File: config.mk
export PLATFORM = sky130hd
export DESIGN_NAME = fwd_hazard_unit
export DESIGN_NICKNAME = d
export VERILOG_FILES = /design/src/rtl/cpu_types_pkg.sv /design/src/rtl/fwd_hazard_pkg.sv /design/src/rtl/fwd_match.sv /design/src/rtl/fwd_hazard_unit.sv
export SDC_FILE = /design/constraint.sdc
export NUM_CORES = 1
export LEC_CHECK = 0
export CAP_MARGIN = 20
export CORE_AREA = 5 5 63 70
export CTS_CLUSTER_SIZE = 30
export DETAILED_ROUTE_END_ITERATION = 16
export DIE_AREA = 0 0 68 75
export HOLD_SLACK_MARGIN = 0.06
export PLACE_DENSITY = 0.78
export SETUP_SLACK_MARGIN = 0.05
export SLEW_MARGIN = 5
export SYNTH_ARGS = -nofsm -noshare
export SYNTH_HDL_FRONTEND = slang
export SYNTH_HIERARCHICAL = 1
export SYNTH_SLANG_ARGS = --single-unit
File: constraint.sdc
create_clock -name CLK -period 2.6 [get_ports CLK]
set_clock_uncertainty 0.15 [all_clocks]
set_input_delay 0.26 -clock CLK [delete_from_list [all_inputs] [get_ports CLK]]
set_output_delay 0.26 -clock CLK [all_outputs]
set_load 0.01 [all_outputs]
File: src/rtl/cpu_types_pkg.sv
// Shared CPU-wide types for the pipelined MIPS core.
package cpu_types_pkg;
  typedef logic [4:0] regbits_t;
endpackage

File: src/rtl/fwd_hazard_pkg.sv
// Types and helpers for the forwarding/hazard scoreboard.
package fwd_hazard_pkg;
  import cpu_types_pkg::*;

  typedef struct packed {
    logic     valid;
    regbits_t dst;
    logic     is_load;
  } fwd_slot_t;

  localparam int READY_ALU = 1;

  // First slot index at which a producer's result can be forwarded.
  function automatic int ready_slot(input logic is_load, input int load_lat);
    return is_load ? (READY_ALU + load_lat) : READY_ALU;
  endfunction
endpackage

File: src/rtl/fwd_match.sv
// Youngest-producer lookup for one ID operand against the slot scoreboard.
module fwd_match
  import cpu_types_pkg::*;
  import fwd_hazard_pkg::*;
#(
  parameter int DEPTH    = 3,
  parameter int LOAD_LAT = 1,
  parameter int SELW     = $clog2(DEPTH)
) (
  input  fwd_slot_t [DEPTH-1:0] slots,
  input  regbits_t              rreg,
  input  logic                  use_r,
  output logic                  hit,
  output logic [SELW-1:0]       sel,
  output logic                  not_ready
);

  // Scan oldest to youngest so the lowest-index match wins.
  always_comb begin
    hit       = 1'b0;
    sel       = '0;
    not_ready = 1'b0;
    for (int k = DEPTH-1; k >= 0; k--) begin
      if (use_r && (rreg != '0) && slots[k].valid && (slots[k].dst == rreg)) begin
        hit       = (k + 1 <= DEPTH - 1);
        sel       = (k + 1 <= DEPTH - 1) ? SELW'(k + 1) : '0;
        not_ready = (k + 1 < ready_slot(slots[k].is_load, LOAD_LAT));
      end
    end
  end

endmodule

File: src/rtl/fwd_hazard_unit.sv
// Forwarding select / load-use stall unit over a DEPTH-slot writer scoreboard.
// Optional stall-cycle counter enabled by defining FWD_HAZARD_PERF_EN.
module fwd_hazard_unit
  import cpu_types_pkg::*;
  import fwd_hazard_pkg::*;
#(
  parameter int  DEPTH    = 3,
  parameter int  LOAD_LAT = 1,
  localparam int SELW     = $clog2(DEPTH)
) (
  input  logic            CLK,
  input  logic            nRST,
  input  logic            pipe_en,
  input  logic            flush,
  input  regbits_t        id_rs,
  input  regbits_t        id_rt,
  input  logic            id_use_rs,
  input  logic            id_use_rt,
  input  logic            id_wen,
  input  regbits_t        id_dst,
  input  logic            id_load,
  output logic            stall,
  output logic [SELW-1:0] ex_asel,
  output logic [SELW-1:0] ex_bsel,
  output logic [31:0]     stall_cycles
);

  fwd_slot_t [DEPTH-1:0] slot_q, slot_d;
  logic [SELW-1:0]       asel_q, asel_d, bsel_q, bsel_d;
  fwd_slot_t             id_entry;

  logic            rs_hit, rt_hit, rs_nr, rt_nr;
  logic [SELW-1:0] rs_sel, rt_sel;

  assign id_entry = '{valid: id_wen && (id_dst != '0), dst: id_dst, is_load: id_load};

  fwd_match #(.DEPTH(DEPTH), .LOAD_LAT(LOAD_LAT), .SELW(SELW)) u_match_rs (
    .slots(slot_q), .rreg(id_rs), .use_r(id_use_rs),
    .hit(rs_hit), .sel(rs_sel), .not_ready(rs_nr)
  );

  fwd_match #(.DEPTH(DEPTH), .LOAD_LAT(LOAD_LAT), .SELW(SELW)) u_match_rt (
    .slots(slot_q), .rreg(id_rt), .use_r(id_use_rt),
    .hit(rt_hit), .sel(rt_sel), .not_ready(rt_nr)
  );

  assign stall = rs_nr | rt_nr;

  always_comb begin
    slot_d = slot_q;
    asel_d = asel_q;
    bsel_d = bsel_q;
    if (pipe_en) begin
      for (int k = DEPTH-1; k > 0; k--) slot_d[k] = slot_q[k-1];
      // Flush and bubble both inject an empty EX slot with regfile selects.
      if (flush || stall) begin
        slot_d[0] = '0;
        asel_d    = '0;
        bsel_d    = '0;
      end else begin
        slot_d[0] = id_entry;
        asel_d    = rs_hit ? rs_sel : '0;
        bsel_d    = rt_hit ? rt_sel : '0;
      end
    end
  end

  always_ff @(posedge CLK or negedge nRST) begin
    if (!nRST) begin
      slot_q <= '0;
      asel_q <= '0;
      bsel_q <= '0;
    end else begin
      slot_q <= slot_d;
      asel_q <= asel_d;
      bsel_q <= bsel_d;
    end
  end

  assign ex_asel = asel_q;
  assign ex_bsel = bsel_q;

`ifdef FWD_HAZARD_PERF_EN
  logic [31:0] cnt_q, cnt_d;

  always_comb begin
    cnt_d = cnt_q;
    if (pipe_en && stall && !flush && (cnt_q != 32'hFFFF_FFFF)) cnt_d = cnt_q + 32'd1;
  end

  always_ff @(posedge CLK or negedge nRST) begin
    if (!nRST) cnt_q <= '0;
    else       cnt_q <= cnt_d;
  end

  assign stall_cycles = cnt_q;
`else
  assign stall_cycles = '0;
`endif

endmodule

==> metrics <==
VDD IR max 0.185 mV; post-route clock period utilization between 90 and 100%; Req. time, crit path ~2.2 ns; min Tclk post-route around 2.5 ns; DR WL/cell 11.0 um; 1st-iter DRT viols 13; total number of vias 920; overall routed net length 2490 um; worst reg2reg setup slack 0.49 ns; Final nets between 200 and 250; Reg2Reg Depth 9; Initial Utilization 34.4%; Max Fanout on Critical Path 4; TritonCTS clock tree done; CTS max path bufs 2; Worst-path clk slew 0.06 ns; Slew @ Worst Pin 0.759 ns; grt ovf 0; initial antenna violation count 0; die extent in y about 75 um; Cell Rows 23; Port Buffers 27; I/O pins 60; layout cells sized above 1 12.4%; final core utilization 43.1%; area of placed instances around 1500 um2; first-pass GRT wire length 3840 um; P_leak 0.000720 uW; ANT nets after route 0; RR Endpoint slot_q[6]$_DFFE_PN0P_; Die Wd 68 um; Mapped Cells 140; cell area after synthesis 1240 um2; clk_lat worst skew 0.25 ns; unrepaired setup endpoints after global routing no; status completed; Post-route DRC 0; worst r2r src slot_q[3]$_DFFE_PN0P_; clock sinks 17; total of max-cap violations 0; H-tree depth 1; largest net degree at the start of global routing 18; HP Class in2async; Core Area 3600 um2; Detailed Place HPWL 2110 um; routability congestion estimate a little over 0.8; Fin. Hold Viols 0; final setup vio count 0; CP arrival 2.06 ns; Design Power 644 uW; Pins Over Slew Limit 0; syn_area_per_cell 8.85 um2; Crit Path Class in2out; number of fillers in the final layout ~370; DR pass1 iterations 4; fmax 404 MHz; die area roughly 5100 um2; CTS Buf Count 3; root buf cell clkbuf_8; number of vias per cell 4.05; crit end category output pin; startpoint types input port; Synth Warn # 6; synth-to-layout area growth 25.2%; power density over the cells slightly above 400 nW/um2; # diodes 0; Slew HR 49.2%; gr usage total under 10%; vias in the first global route 912; post-route cell area ~1600 um2
==> flip-flops by register name, summed over array words and instances, names as in the netlist <==
signal / cells
ex_asel: 2
ex_bsel: 2
slot_q: 13
==> metal layers <==
layer	share of wire, %	GRT usage, %
met2	47	16.0
met5	0	0
met1	42	12.5
met4	1.6	4.64
met3	9.5	2.24
==> placed cells by master, fill, tap and decap left out, types with 3 or more instances in the layout <==
master,count
nor2_1,4
nor4_1,4
conb_1,32
mux2_2,6
o21ai_0,10
xor2_1,12
xnor2_1,8
clkbuf_8,3
clkdlybuf4s50_1,26
inv_1,11
dfrtp_1,17
nand2_1,12
buf_4,11
nand3_1,4
==> how the worst max path moves through the flow <==
stage	startpoint	endpoint	slack, ns	depth (start not counted)
final	id_rs[4]	stall	0.13	8
after CTS	id_rs[4]	stall	0.12	8
after detailed placement	id_rs[1]	stall	-0.07	7
after global placement	id_rs[1]	stall	-0.05	7
after global routing	id_rs[4]	stall	0.06	8
after floorplan	slot_q[3]$_DFFE_PN0P_	ex_asel[0]$_DFFE_PN0P_	0.78	8
==> worst max-delay path, stage by stage <==
cell and delay (ns):
clkdlybuf4s50_1 0.44, buf_4 0.16, nor3_1 0.13, nand2_1 0.10
and4_1 0.24, and2_1 0.17, or2_2 0.27, dlygate4sd2_1 0.29
==> stage by stage <==
step / instances / setup TNS, ns / hold WS [ns] / worst slack, ns
detailed placement: 223 / -0.0688 / 0.367 / -0.0688
global placement: 223 / -0.0489 / 0.365 / -0.0489
global route: 227 / 0 / 0.375 / 0.0557
CTS: 227 / 0 / 0.337 / 0.123
finish: 227 / 0 / 0.308 / 0.126
floorplan: 171 / 0 / -0.186 / 0.776
==> layout make-up <==
class,instances,area (um2),area share [%]
Clock buffer,4,45.0,2.91
Inverter,11,41.3,2.66
Multi-Input combinational cell,107,624,40.3
Sequential cell,17,425,27.4
Tap cell,50,62.6,4.04
Timing Repair Buffer,38,352,22.7
==> repair_timing <==
action                                  CTS  global route
endpoints found under the setup margin    1             0
setup buffers                             0             0
hold buffers                              0             0
resized for setup                         1             0
==> where the power goes <==
part	total (uW)	internal (uW)	leakage [uW]	switching (uW)
Combinational	144	74.8	0.000472	68.9
Clock	192	109	0.0000228	83.4
Sequential	308	284	0.000225	23.5
Total	644	468	0.000720	176
No activity file was read; power rests on OpenSTA's default activity.
